==> src/rtl/spi_controller.sv <==
// SPI mode-0 write-only initiator: one 16-bit {rw, addr, data} frame per accepted command,
// MSB first, followed by a guaranteed nCS-high gap before the next command is taken.
module spi_controller #(
  parameter int unsigned CLK_DIV    = 4,
  parameter int unsigned GAP_CYCLES = 8
) (
  input  logic       clk,
  input  logic       rst_n,
  input  logic       cmd_valid,
  output logic       cmd_ready,
  input  logic       cmd_rw,
  input  logic [6:0] cmd_addr,
  input  logic [7:0] cmd_data,
  output logic       busy,
  output logic       done,
  output logic       SCLK,
  output logic       nCS,
  output logic       COPI
);

  localparam logic [7:0] DivLoad = 8'(CLK_DIV - 1);
  localparam logic [7:0] GapLoad = 8'(GAP_CYCLES - 1);

  typedef enum logic [2:0] {
    StIdle,
    StSetup,
    StShiftHi,
    StShiftLo,
    StHold,
    StGap
  } state_e;

  state_e      state_q;
  logic [7:0]  cnt_q;
  logic [3:0]  bit_q;
  logic [15:0] shift_q;

  always_ff @(posedge clk or negedge rst_n) begin
    if (!rst_n) begin
      state_q   <= StIdle;
      cnt_q     <= 8'd0;
      bit_q     <= 4'd0;
      shift_q   <= 16'd0;
      cmd_ready <= 1'b0;
      busy      <= 1'b0;
      done      <= 1'b0;
      SCLK      <= 1'b0;
      nCS       <= 1'b1;
      COPI      <= 1'b0;
    end else begin
      done <= 1'b0;
      unique case (state_q)
        StIdle: begin
          cmd_ready <= 1'b1;
          if (cmd_valid && cmd_ready) begin
            cmd_ready <= 1'b0;
            busy      <= 1'b1;
            nCS       <= 1'b0;
            shift_q   <= {cmd_rw, cmd_addr, cmd_data};
            COPI      <= cmd_rw;
            cnt_q     <= DivLoad;
            bit_q     <= 4'd0;
            state_q   <= StSetup;
          end
        end
        StSetup: begin
          if (cnt_q == 8'd0) begin
            SCLK    <= 1'b1;
            cnt_q   <= DivLoad;
            state_q <= StShiftHi;
          end else begin
            cnt_q <= cnt_q - 8'd1;
          end
        end
        StShiftHi: begin
          if (cnt_q == 8'd0) begin
            SCLK  <= 1'b0;
            cnt_q <= DivLoad;
            bit_q <= bit_q + 4'd1;
            // The last bit stays on COPI through HOLD; only earlier falls advance the data.
            if (bit_q == 4'd15) begin
              state_q <= StHold;
            end else begin
              shift_q <= {shift_q[14:0], 1'b0};
              COPI    <= shift_q[14];
              state_q <= StShiftLo;
            end
          end else begin
            cnt_q <= cnt_q - 8'd1;
          end
        end
        StShiftLo: begin
          if (cnt_q == 8'd0) begin
            SCLK    <= 1'b1;
            cnt_q   <= DivLoad;
            state_q <= StShiftHi;
          end else begin
            cnt_q <= cnt_q - 8'd1;
          end
        end
        StHold: begin
          if (cnt_q == 8'd0) begin
            nCS     <= 1'b1;
            COPI    <= 1'b0;
            cnt_q   <= GapLoad;
            state_q <= StGap;
          end else begin
            cnt_q <= cnt_q - 8'd1;
          end
        end
        StGap: begin
          if (cnt_q == 8'd0) begin
            done      <= 1'b1;
            busy      <= 1'b0;
            cmd_ready <= 1'b1;
            state_q   <= StIdle;
          end else begin
            cnt_q <= cnt_q - 8'd1;
          end
        end
        default: state_q <= StIdle;
      endcase
    end
  end

endmodule

==> config.mk <==
export PLATFORM = sky130hd
export DESIGN_NAME = spi_controller
export DESIGN_NICKNAME = d
export VERILOG_FILES = /design/src/rtl/spi_controller.sv
export SDC_FILE = /design/constraint.sdc
export NUM_CORES = 1
export LEC_CHECK = 0
export BUFFER_PORTS_ARGS = -buffer_cell sky130_fd_sc_hd__buf_2
export CAP_MARGIN = 0
export CORE_ASPECT_RATIO = 0.7
export CORE_MARGIN = 5
export CORE_UTILIZATION = 52
export DETAILED_ROUTE_END_ITERATION = 7
export PLACE_DENSITY = 0.75
export SYNTH_ARGS = -nofsm -noshare
export SYNTH_HDL_FRONTEND = slang
export SYNTH_SLANG_ARGS = --single-unit
==> constraint.sdc <==
create_clock -name clk -period 2.2 [get_ports clk]
set_clock_uncertainty 0.15 [all_clocks]
set_input_delay 0.44 -clock clk [delete_from_list [all_inputs] [get_ports clk]]
set_output_delay 0.44 -clock clk [all_outputs]
set_load 0.02 [all_outputs]
### Yosys cells after proc, flatten, opt, wreduce, memory -nomap -nowiden

Index checks and enable logic that the tools add are counted.

| cells by class | value |
|---|---|
| $add $sub $neg | 2 |
| eq/ne operators | 13 |
| muxes and demuxes | 34 |
| reduce and logical (&&, ||, !) cells | 20 |

Operators with widths:

| kind | number |
|---|---|
| two-way mux 15 bit | 3 |
| two-way mux 8 bit | 4 |
| case mux 8 bit (4 select lines) | 1 |
| case mux 15 bit (2 select lines) | 1 |
| two-way mux 3 bit | 6 |
| case mux 3 bit (5 select lines) | 1 |
| AND reduction 3 bit | 5 |
| inequality test 2 bit (second input constant) | 6 |
| two-way mux 1 bit | 10 |
| AND reduction 5 bit | 2 |
| logical NOT 8 bit | 1 |
| two-way mux 4 bit | 2 |
| case mux 1 bit (2 select lines) | 4 |
| case mux 4 bit (2 select lines) | 1 |
| nonzero test 2 bit | 4 |
| subtractor 8 x 1 -> 8 bit (second input constant) | 1 |
| equality test 3 x 2 -> 1 bit (second input constant) | 2 |
| equality test 3 bit (second input constant) | 2 |
| adder 4 x 1 -> 4 bit (second input constant) | 1 |
| equality test 4 bit (second input constant) | 1 |
| AND reduction 4 bit | 1 |
| nonzero test 4 bit | 1 |
| equality test 3 x 1 -> 1 bit (second input constant) | 1 |
| logical NOT 3 bit | 1 |
| other kinds (7) | 7 |

| storage, ports and cells | value |
|---|---|
| register bits after elaboration | 36 |
| input bits | 19 |
| output and inout port bits | 6 |
| word-level logic and storage cells | 79 |

### Longest topological paths before layout

| logic depth | value |
|---|---|
| depth in word-level cells | 4 |
| depth in mapped cells | 7 |
| mapped depth without buffers | 6 |

### Worst setup path after synthesis

OpenSTA, ideal clock, no wires.

| timing | value |
|---|---|
| path type | register to register |
| start | reg cnt_q[0] |
| end | reg shift_q[10] |
| library setup time | 0.125 ns |
| data arrival time | 1.838 ns |
| required time | 1.925 ns |
| setup slack | 0.087 ns |
| stages on the path, launching flop included | 8 |
| buffers on the path | 1 |
| clock period less this slack | 2.113 ns |
| cells stage by stage | dfrtp_1 inv_1 ha_1 nor4b_4 nand2_2 a22oi_4 buf_8 mux2_4 |

| on the way | value |
|---|---|
| word-level cells in the longest chain between the ends | 3 |

Ends and longest elaborated chain:

| element | line | text |
|---|---|---|
| start: declaration | 34 | `logic [7:0] cnt_q;` |
| start signal: assignment | 61 | `cnt_q <= DivLoad;` |
| start signal: assignment | 69 | `cnt_q <= DivLoad;` |
| start signal: assignment | 72 | `cnt_q <= cnt_q - 8'd1;` |
| logical NOT 8 bit | 76 | `if (cnt_q == 8'd0) begin` |
| inequality test 2 bit (no source line) | n/a |  |
| AND reduction 4 bit (no source line) | n/a |  |
| end signal: assignment | 59 | `shift_q <= {cmd_rw, cmd_addr, cmd_data};` |
| end signal: assignment | 84 | `shift_q <= {shift_q[14:0], 1'b0};` |
| end: declaration | 36 | `logic [15:0] shift_q;` |

Every way passes these cells.
A chain may end at the register's enable or synchronous reset.

### Final worst setup path

| timing | value |
|---|---|
| start | reg cnt_q[0] |
| end | reg state_q[0] |

| on the way | value |
|---|---|
| word-level cells in the longest chain between the ends | 3 |
| elaborated cells on any way between the ends | 6 |
| classes of those cells | eq/ne: 4; reduce/logical: 2 |

Ends and longest elaborated chain:

| element | line | text |
|---|---|---|
| logical NOT 8 bit * | n/a |  |
| inequality test 2 bit (no source line) or inequality test 2 x 1 -> 1 bit (tied branches) | n/a |  |
| AND reduction 5 bit (no source line) * | n/a |  |
| end signal: assignment | 70 | `state_q <= StShiftHi;` |
| end signal: assignment | 96 | `state_q <= StShiftHi;` |
| end signal: assignment | 106 | `state_q <= StGap;` |
| end: declaration | 33 | `state_e state_q;` |

Every way passes the cells marked *; elsewhere a longest branch is shown, timed or not.

==> run summary <==
The run finished with clean final reports. The critical path's largest stage delay is 410 ps. The die covers 5480 µm².

Compared with the post-synthesis result, the final layout area differs by 17.5%. The clock network power share came out at 0.156. TritonCTS built the clock tree.

The nature of the critical path endpoint is a register. Among all flip-flop cells after synthesis, the most frequent one is sky130_fd_sc_hd__dfrtp_1. Counting flops with an async set or reset pin after synthesis yields a share of 1.00. The number of setup violations in the final report came out at 0. The total power per unit cell area is 1240 nW/µm². The total negative slack for setup checks is 0 ps. The static leakage is 1.06 nW. After clock tree synthesis, the clock-pin slew on the worst setup and hold paths is 70 ps. Of all nets on the critical path, the largest fanout is 11. The number of antenna diodes in the final layout is 0. The register area share after synthesis is 0.425. In this run the worst hold path is classified as input pin to async pin. The clock latency on the worst-skew pair is 280 ps. The worst-margin pin slew is 507 ps.

The kind of launch point of the worst setup path is a register. The number of global-route vias before repair came to 1,603. Traced cell by cell, the critical path runs through inv_1, ha_1, nor4b_4, buf_4, buf_4, and3_1, o21ai_0, o31a_1. The number of routed nets with antenna violations is 0. The starting density of the core is 0.541. The most numerous cell type found on the critical path is sky130_fd_sc_hd__buf_4. The share of the clock period used by the worst path after layout came out at 0.955. The data arrival time at the worst-slack endpoint came out at 2120 ps. The number of buffers created by CTS is 5. The layout has 310 filler cells. The post-synth net total is 220.

The share of total power dissipated in sequential elements is 0.398. The detailed-route wire length per cell is 15.7 µm. Of the cells placed in the final design, the portion with a size suffix greater than 1 is 0.372. The first detailed-routing pass ran for 4 iterations.

CTS built an H-tree with a depth of 2. Summed over all instances, the cell type with the most area after synthesis is sky130_fd_sc_hd__dfrtp_1. The congestion estimate from routability-driven global placement came to 0.850. Detailed placement ended at an HPWL of 3.32 mm. The number of clock sinks came out at 36.

For this run, the total global-route usage over all layers was measured as 0.181. From bottom edge to top edge, the die measures 63.5 µm. The horizontal die dimension came out at 86.4 µm. The average instance area after synthesis is 10.7 µm². The maximum buffer depth of the clock tree came out at 2.

The DRC violation count after routing came out at 0. Ranked by total cell area, the synthesized netlist is headed by sky130_fd_sc_hd__dfrtp_1, sky130_fd_sc_hd__mux2_2, sky130_fd_sc_hd__mux2_4. Setup repair after global routing left no endpoint under its margin. The post-synthesis register bit count came out at 36. The most frequently used cell type in the post-synthesis netlist is sky130_fd_sc_hd__dfrtp_1. The critical path is of the register to register type. The fraction of the core area covered by cells at the end of the flow came out at 0.636. The initial antenna violation count came to 0. In this run, synthesis inferred 0 flip-flops with an integrated enable. Of the total power, the share spent switching nets is 0.364.

Max-cap violations in this run came to 0. The number of distinct library cell variants in the gate-level netlist after synthesis is 54. The hold buffer count at cts came out at 0. The total number of yosys warnings is 0.

The post-detailed-routing wire length is 4.57 mm. Of the total power, combinational logic draws 0.446. The max-slew violation count is 0. In the synthesized netlist, the cells that appear most often are sky130_fd_sc_hd__dfrtp_1, sky130_fd_sc_hd__mux2_2, sky130_fd_sc_hd__a21oi_1. The share of the synthesized area in the top cell type came out at 0.412. Cell internal power was estimated by the tool at 1.97 mW. The average vias per placed instance came out at 5.84. The DRC violation total after the first TritonRoute iteration is 133. The routed design could run at a clock period as short as 2100 ps. The final net count came out at 259. The endpoint required time on the critical path is 2220 ps.

The first global-routing pass estimated 7.82 mm of wire. Among all stages on the critical path, the largest delay is contributed by sky130_fd_sc_hd__dfrtp_1. The mapped cell area came out at 2120 µm². The core outline area came out at 3920 µm². The number of failing hold endpoints at the final stage is 0. In this run the tool buffered the top-level ports with 24 buffer cells. The peak ir drop on the vdd network is 0.626 mV.

Row generation in the floorplan step produced 19 rows. Detailed routing inserted a total of 1,700 vias. The remaining global-route overflow is 0. In the synthesized netlist, the number of instances is 199. Entering global routing, the biggest net connects 37 pins. The maximum achievable frequency is 0.476 GHz. The root buffer cell is sky130_fd_sc_hd__clkbuf_8.

Summed over all nets, the switching power comes to 1.13 mW. The worst slew margin relative to its limit came out at 0.658. The number of placed I/O pins came out at 25.
logic make-up after synthesis:
kind of cell               synth area share
AOI/OAI and AO/OA                     0.157
xor gates and xnor gates            0.00413
adders and majority gates            0.0118
buffers and inverters                0.0389
DFF                                   0.425
muxes                                 0.174
and+or+nand+nor                       0.189
path summary, 6_finish.rpt:
check / startpoint / end / slack (ps) / cells past startpoint
setup / recovery: cnt_q[0] / state_q[0] / 100 / 8
hold / removal: rst_n / shift_q[3] / 30 / 2
setup reg to reg: cnt_q[0] / state_q[0] / 100 / 8
hold reg to reg: COPI / COPI / 340 / 1
max in group asynchronous: rst_n / nCS / 1530 / 2
min in group clk: COPI / COPI / 340 / 1
cell type report:
cell class | instances | area (µm²) | area share
timing repair buffer | 41 | 260 | 0.104
sequential | 36 | 902 | 0.362
clock buffer | 8 | 90.1 | 0.0361
inverter | 8 | 30.0 | 0.0120
tap | 52 | 65.1 | 0.0261
multi-input combinational | 146 | 1150 | 0.460
per-layer routing:
metal | GRT usage | vias up | wire length, µm
met4 | 0.0467 | 0 | 13
met1 | 0.285 | 816 | 2300
li1 | - | 820 | -
met5 | 0 | - | 0
met2 | 0.241 | 62 | 1920
met3 | 0.0456 | 2 | 326
state kept, by name (all words and copies together) (netlist names):
| name | flops |
|---|---|
| bit_q | 4 |
| cnt_q | 8 |
| shift_q | 15 |
| nCS | 1 |
| COPI | 1 |
| state_q | 3 |
| busy | 1 |
| done | 1 |
| SCLK | 1 |
| cmd_ready | 1 |
power groups by stage:
stage / Combinational, mW / Clock (mW) / Sequential (mW)
floorplan: 1.05 / 0 / 1.17
global placement: 1.33 / 0 / 1.23
detailed placement: 1.37 / 0 / 1.24
CTS: 1.37 / 0.501 / 1.23
global route: 1.52 / 0.531 / 1.27
finish: 1.38 / 0.484 / 1.23
critical path: cells and delay by family, from the launching register on:
family,cells,cell delay (ps)
AOI/OAI and AO/OA,2,250
adders and majority gates,1,190
buffers and inverters,3,410
and+or+nand+nor,2,560
DFF,1,410
metrics by stage:
step	hold slack (ps)	cells	setup WS [ps]	total power, mW	area (µm²)
after floorplan	-5.59	199	87.0	2.21	2120
after global placement	325	282	133	2.56	2390
after detailed placement	330	282	35.5	2.60	2390
after CTS	52.0	290	21.1	3.10	2480
after global routing	89.8	291	5.48	3.32	2490
final	32.3	291	99.2	3.10	2490
placed cells by master, fill, tap and decap left out, drive strengths merged, types with 2 or more instances in the layout:
master   n
o21ai   11
a21boi   2
nor3     7
nand4    8
a21oi   15
inv      8
nand2b   2
nand2   11
o211ai   4
a21o     4
nor4b    4
dfrtp   35
nor2     7
nor3b    2
a211oi   2
or4b     2
buf     41
clkbuf   8
mux2    29
and2     2
or2      2
nand3   11
ha       2
repair_timing:
item / 4_1_cts / 5_1_grt
setup buffers: 0 / 1
hold endpoints to repair: 0 / 0
resized for setup: 0 / 2
setup endpoints to repair: 0 / 1
No activity file was read; power rests on OpenSTA's default activity.
